### src/rtl/muldiv_unit.sv
// muldiv_unit: iterative radix-2 RV32M multiply/divide unit.
// Shift-add multiply over a 2*WIDTH accumulator, restoring division on magnitudes,
// with sign correction applied in a single FIX cycle. Divide-by-zero and signed
// overflow bypass the iteration and complete after one edge.
module muldiv_unit #(
    parameter int unsigned WIDTH = 32
) (
    input  logic             clk,
    input  logic             reset,
    input  logic             start,
    input  logic [2:0]       op,
    input  logic [WIDTH-1:0] a,
    input  logic [WIDTH-1:0] b,
    output logic             busy,
    output logic             done,
    output logic [WIDTH-1:0] result,
    output logic [3:0]       flags
);

    localparam int unsigned W2 = 2 * WIDTH;
    localparam int unsigned CW = $clog2(WIDTH) + 1;

    localparam logic [2:0] OP_MUL    = 3'b000;
    localparam logic [2:0] OP_MULH   = 3'b001;
    localparam logic [2:0] OP_MULHSU = 3'b010;
    localparam logic [2:0] OP_MULHU  = 3'b011;
    localparam logic [2:0] OP_DIV    = 3'b100;
    localparam logic [2:0] OP_DIVU   = 3'b101;
    localparam logic [2:0] OP_REM    = 3'b110;
    localparam logic [2:0] OP_REMU   = 3'b111;

    localparam logic [WIDTH-1:0] MIN_NEG = {1'b1, {(WIDTH-1){1'b0}}};

    typedef enum logic [1:0] {
        S_IDLE = 2'd0,
        S_CALC = 2'd1,
        S_FIX  = 2'd2,
        S_DONE = 2'd3
    } state_t;

    state_t           r_state;
    logic [2:0]       r_op;
    logic [W2-1:0]    r_acc;
    logic [WIDTH-1:0] r_rem;
    logic [WIDTH-1:0] r_opnd;
    logic [CW-1:0]    r_count;
    logic             r_neg_q;
    logic             r_neg_r;
    logic             r_busy;
    logic             r_done;
    logic [WIDTH-1:0] r_result;
    logic [3:0]       r_flags;

    logic             w_a_signed;
    logic             w_b_signed;
    logic             w_sa;
    logic             w_sb;
    logic [WIDTH-1:0] w_abs_a;
    logic [WIDTH-1:0] w_abs_b;
    logic             w_div_zero;
    logic             w_div_ovf;
    logic [WIDTH-1:0] w_sc_result;
    logic [WIDTH:0]   w_sum;
    logic [W2-1:0]    w_mul_next;
    logic [WIDTH:0]   w_shift;
    logic             w_ge;
    logic [WIDTH-1:0] w_diff;
    logic [W2-1:0]    w_prod;
    logic [WIDTH-1:0] w_quo;
    logic [WIDTH-1:0] w_remf;
    logic [WIDTH-1:0] w_fix_result;

    // {zero, sign, dz, overflow} derived from a final result
    function automatic logic [3:0] mk_flags(input logic [WIDTH-1:0] res,
                                            input logic dz, input logic ov);
        return {(res == '0), res[WIDTH-1], dz, ov};
    endfunction

    // Operand decode at start: signedness, magnitudes and the bypass cases
    always_comb begin
        w_a_signed  = 1'b0;
        w_b_signed  = 1'b0;
        case (op)
            OP_MULH:   begin w_a_signed = 1'b1; w_b_signed = 1'b1; end
            OP_MULHSU: begin w_a_signed = 1'b1; w_b_signed = 1'b0; end
            OP_DIV,
            OP_REM:    begin w_a_signed = 1'b1; w_b_signed = 1'b1; end
            default:   begin w_a_signed = 1'b0; w_b_signed = 1'b0; end
        endcase
        w_sa        = w_a_signed & a[WIDTH-1];
        w_sb        = w_b_signed & b[WIDTH-1];
        w_abs_a     = w_sa ? (~a + WIDTH'(1)) : a;
        w_abs_b     = w_sb ? (~b + WIDTH'(1)) : b;
        w_div_zero  = op[2] && (b == '0);
        w_div_ovf   = op[2] && !op[0] && (a == MIN_NEG) && (b == '1);
        w_sc_result = '0;
        if (w_div_zero) begin
            w_sc_result = op[1] ? a : '1;
        end else if (w_div_ovf) begin
            w_sc_result = op[1] ? '0 : a;
        end
    end

    // One multiply or restoring-divide step from the current accumulator
    always_comb begin
        w_sum      = {1'b0, r_acc[W2-1:WIDTH]} + {1'b0, r_opnd};
        w_mul_next = r_acc[0] ? {w_sum, r_acc[WIDTH-1:1]} : {1'b0, r_acc[W2-1:1]};
        w_shift    = {r_rem, r_acc[WIDTH-1]};
        w_ge       = (w_shift >= {1'b0, r_opnd});
        w_diff     = WIDTH'(w_shift - {1'b0, r_opnd});
    end

    // Sign correction and half/quotient/remainder selection for the FIX cycle
    always_comb begin
        w_prod       = r_neg_q ? (~r_acc + W2'(1)) : r_acc;
        w_quo        = r_neg_q ? (~r_acc[WIDTH-1:0] + WIDTH'(1)) : r_acc[WIDTH-1:0];
        w_remf       = r_neg_r ? (~r_rem + WIDTH'(1)) : r_rem;
        w_fix_result = '0;
        case (r_op)
            OP_MUL:    w_fix_result = w_prod[WIDTH-1:0];
            OP_MULH,
            OP_MULHSU,
            OP_MULHU:  w_fix_result = w_prod[W2-1:WIDTH];
            OP_DIV,
            OP_DIVU:   w_fix_result = w_quo;
            OP_REM,
            OP_REMU:   w_fix_result = w_remf;
            default:   w_fix_result = '0;
        endcase
    end

    // Control FSM with datapath registers and registered outputs
    always_ff @(posedge clk or posedge reset) begin
        if (reset) begin
            r_state  <= S_IDLE;
            r_op     <= '0;
            r_acc    <= '0;
            r_rem    <= '0;
            r_opnd   <= '0;
            r_count  <= '0;
            r_neg_q  <= 1'b0;
            r_neg_r  <= 1'b0;
            r_busy   <= 1'b0;
            r_done   <= 1'b0;
            r_result <= '0;
            r_flags  <= '0;
        end else begin
            r_done <= 1'b0;
            case (r_state)
                S_IDLE,
                S_DONE: begin
                    r_state <= S_IDLE;
                    if (start) begin
                        r_op    <= op;
                        r_neg_q <= w_sa ^ w_sb;
                        r_neg_r <= w_sa;
                        if (w_div_zero || w_div_ovf) begin
                            r_result <= w_sc_result;
                            r_flags  <= mk_flags(w_sc_result, w_div_zero, w_div_ovf);
                            r_done   <= 1'b1;
                            r_state  <= S_DONE;
                        end else begin
                            r_state <= S_CALC;
                            r_busy  <= 1'b1;
                            r_count <= CW'(WIDTH);
                            r_rem   <= '0;
                            if (op[2]) begin
                                r_opnd <= w_abs_b;
                                r_acc  <= {{WIDTH{1'b0}}, w_abs_a};
                            end else begin
                                r_opnd <= w_abs_a;
                                r_acc  <= {{WIDTH{1'b0}}, w_abs_b};
                            end
                        end
                    end
                end
                S_CALC: begin
                    r_count <= r_count - CW'(1);
                    if (r_op[2]) begin
                        r_acc <= {r_acc[W2-1:WIDTH], r_acc[WIDTH-2:0], w_ge};
                        r_rem <= w_ge ? w_diff : w_shift[WIDTH-1:0];
                    end else begin
                        r_acc <= w_mul_next;
                    end
                    if (r_count == CW'(1)) begin
                        r_state <= S_FIX;
                    end
                end
                S_FIX: begin
                    r_result <= w_fix_result;
                    r_flags  <= mk_flags(w_fix_result, 1'b0, 1'b0);
                    r_busy   <= 1'b0;
                    r_done   <= 1'b1;
                    r_state  <= S_DONE;
                end
                default: begin
                    r_state <= S_IDLE;
                    r_busy  <= 1'b0;
                end
            endcase
        end
    end

    assign busy   = r_busy;
    assign done   = r_done;
    assign result = r_result;
    assign flags  = r_flags;

endmodule

### config.mk
export PLATFORM = sky130hd
export DESIGN_NAME = muldiv_unit
export DESIGN_NICKNAME = d
export VERILOG_FILES = /design/src/rtl/muldiv_unit.sv
export SDC_FILE = /design/constraint.sdc
export NUM_CORES = 1
export LEC_CHECK = 0
export CORE_UTILIZATION = 50
export CTS_BUF_LIST = sky130_fd_sc_hd__clkbuf_16
export DETAILED_ROUTE_END_ITERATION = 8
export PLACE_DENSITY = 0.69
export SYNTH_ARGS = -nofsm -noshare
export SYNTH_HDL_FRONTEND = slang
export SYNTH_SLANG_ARGS = --single-unit
### constraint.sdc
create_clock -name clk -period 6.8 [get_ports clk]
set_clock_uncertainty 0.05 [all_clocks]
set_input_delay 1.02 -clock clk [delete_from_list [all_inputs] [get_ports clk]]
set_output_delay 1.02 -clock clk [all_outputs]
set_load 0.1 [all_outputs]
==> summary.md <==
| Metric | Value |
|---|---|
| #FFs+latches synth | `178` |
| Number of antenna diodes | `0` |
| Status | `completed` |
| Layout Nets | `2256` |
| Critical-path cell list | `inv_1 -> ha_1 -> nor2b_1 -> o31a_1 -> o311ai_0 -> a21oi_1 -> o311ai_0 -> a211oi_1 -> nor2_4 -> nor2_1 -> a222oi_1 -> inv_1` |
| Worst Hold Class | `flip-flop to flip-flop` |
| Top FF cell, synth | `dfrtp_1` |
| H-tree depth | `4` |
| Max clock buf depth | `2` |
| Final hold slack | `428 ps` |
| Share of cells above drive strength 1 | `5.04%` |
| Initial antenna violation count | `2` |
| Max FO, Critical Path | `44` |
| Root buf cell | `clkbuf_16` |
| RSZ-0062 raised after global routing | `no` |
| GP Congestion | `0.985` |
| Row cnt | `65` |
| Worst Path Required | `7100 ps` |
| CTS tree | `built` |
| Yosys warns | `0` |
| Commonest cells in the synthesized netlist | `233 x nor2_1, 214 x a21oi_1, 200 x o21ai_0` |
| Power Dens Cells | `487 nW/µm²` |
| Area delta synth->final | `11.1%` |
| Clock sink count | `178` |
| CP Capture Type | `flip-flop` |
| CP Launch Type | `flip-flop` |
| Minimum clock period | `5050 ps` |
| # DRC | `0` |
| Final ANT Viol Nets | `0` |
| Layout Utilization | `56.9%` |
| Top cell type's share of synthesized area | `27.4%` |
| Max Cap Viol | `0` |
| Detailed Route WL | `58800 µm` |
| Syn Nets | `2238` |
| Family with the most delay on the worst path | `compound AO/OA/AOI/OAI gates` |
| Peak Freq | `198 MHz` |
| DR vias/cell | `6.40` |
| Mapped Area | `16300 µm²` |
| Final critical-path share of the clock period | `74.3%` |
| Pre-antenna DRT Iters | `8` |
| Crit path DAT | `5350 ps` |
| Pin count of the biggest net entering global routing | `120` |
| Least-Margin Pin Slew | `1180 ps` |
| EDFF count, synth | `0` |
| Cts bufs inserted | `17` |
| Initial Utilization | `51.2%` |
| Setup Buffers After CTS | `0` |
| Fin. max-slew vios | `0` |
| Peak supply drop | `305 µV` |
| Worst path max stage delay | `880 ps` |
| Count leader, synth | `nor2_1` |
| Post-CTS resize count | `0` |
| Global-route wire length before repair | `90800 µm` |
| Power Total | `8.80 mW` |
| Num ports | `108` |
| Setup_tns | `0 ps` |
| Worst path slowest cell | `o311ai_0` |
| Synth cell types | `78` |
| Gr usage total | `35.7%` |
| Initial DRC count | `1800` |
| Worst relative slew slack | `20.7%` |
| Core Footprint | `31800 µm²` |
| CP bufs+invs | `2` |
| Final hold violation count | `0` |
| Synth top area cells | `dfrtp_1 27%, a21oi_1 6.6%, o21ai_0 6.2%` |
| Later-pin clock latency in the skew report | `460 ps` |
| Die Y-Extent | `182 µm` |
| Die area | `33300 µm²` |
| Post-DP HPWL | `45400 µm` |
| Die width | `182 µm` |
| Final non-filler cell total | `2559` |
| Fraction of registers with async set or reset after synthesis | `100%` |
| PortBufs | `107` |
| Post-synthesis sequential area ratio | `27.4%` |
| Worst setup path class | `flip-flop to flip-flop` |
| Clk pin slew, worst setup/hold paths | `80 ps` |
| WL/cell | `23.0 µm` |
| Final Setup Violations | `0` |
| Area leader, netlist | `dfrtp_1` |
| Vias in the first global route | `15.4k` |
| Avg Cell Area, Syn | `7.77 µm²` |
| GRT overflow | `0` |
| Vias after detailed routing | `16.4k` |
| Placed cell count | `2527` |
| Syn Inst Count | `2093` |
| Hold_buf cts | `0` |
| Leak | `7.70 nW` |
sequential cells by signal, summed over array words and instances (netlist names):
| name | count |
|---|---|
| r_acc | 64 |
| r_state | 2 |
| r_neg_q | 1 |
| r_rem | 32 |
| flags | 4 |
| done | 1 |
| busy | 1 |
| r_neg_r | 1 |
| r_opnd | 32 |
| r_count | 6 |
| result | 31 |
| r_op | 3 |
routing by layer:
metal | vias to the layer above | share of wire (%) | GRT usage [%] | routed length [µm]
li1 | 7681 | - | - | -
met1 | 7825 | 41 | 46.1 | 24100
met3 | 139 | 8.8 | 7.58 | 5200
met4 | 0 | 5.7 | 20.4 | 3370
met2 | 738 | 44 | 55.5 | 26100
met5 | - | 0 | 0 | 0
worst paths after layout:
| check | startpoint | to | slack (ps) | cells past startpoint |
|---|---|---|---|---|
| worst min register to register | result[20] | result[20] | 430 | 1 |
| worst min-delay path | result[20] | result[20] | 430 | 1 |
| worst max register to register | r_opnd[1] | r_rem[24] | 1750 | 12 |
| max in group asynchronous | reset | r_neg_q | 4630 | 3 |
| min in group asynchronous | reset | r_rem[31] | 1030 | 2 |
| worst max-delay path | r_opnd[1] | r_rem[24] | 1750 | 12 |
layout make-up:
type | count | area, µm²
Clock buffer | 17 | 425
Clock inverter | 15 | 97.6
Fill cell | 2993 | 13700
Inverter | 76 | 290
Multi-Input combinational cell | 1712 | 11000
Sequential cell | 178 | 4460
Tap cell | 435 | 544
Timing Repair Buffer | 126 | 1220
through the flow:
step	setup slack (ps)	instance area, µm²
floorplan	900	16300
global placement	1570	17600
detailed placement	1480	17600
CTS	1840	18100
global route	1420	18100
finish	1750	18100
logic make-up after synthesis:
logic type                 count (synthesis)  synth area share (%)
and+or+nand+nor                          652                  19.4
AOI/OAI and AO/OA                        723                  27.7
xor gates and xnor gates                 204                  11.0
DFF                                      178                  27.4
buffers and inverters                    203                  4.94
adders and majority gates                 75                  5.86
muxes                                     58                  3.82
cells in the final DEF (no fill, tap or decap), types with 9 or more instances in the layout:
cell type and count:
nor2b_1 11, nor4_1 28, or2_2 9, buf_4 19
xor2_1 103, a21oi_1 214, mux2i_1 25, a22oi_1 29
nand2b_1 23, nand3b_1 9, mux2_2 33, o21ai_0 199
or3_1 29, ha_1 71, inv_1 77, and2_1 12
a31oi_1 14, nand3_1 20, and3_1 9, nand4_1 25
clkbuf_16 17, o41ai_1 27, xnor2_1 101, dfrtp_1 177
o31ai_1 42, or4_1 22, clkdlybuf4s50_1 106, nand2_1 163
o22ai_1 10, a221oi_1 9, nor2_1 232, o21a_1 9
nor3_1 32, a21o_1 49, a211oi_1 50
power by group:
| group | internal [mW] | switching [mW] |
|---|---|---|
| clock | 0.464 | 0.472 |
| sequential | 1.45 | 0.633 |
| combinational | 1.91 | 3.87 |
| total | 3.82 | 4.98 |
No activity file was read; power rests on OpenSTA's default activity.
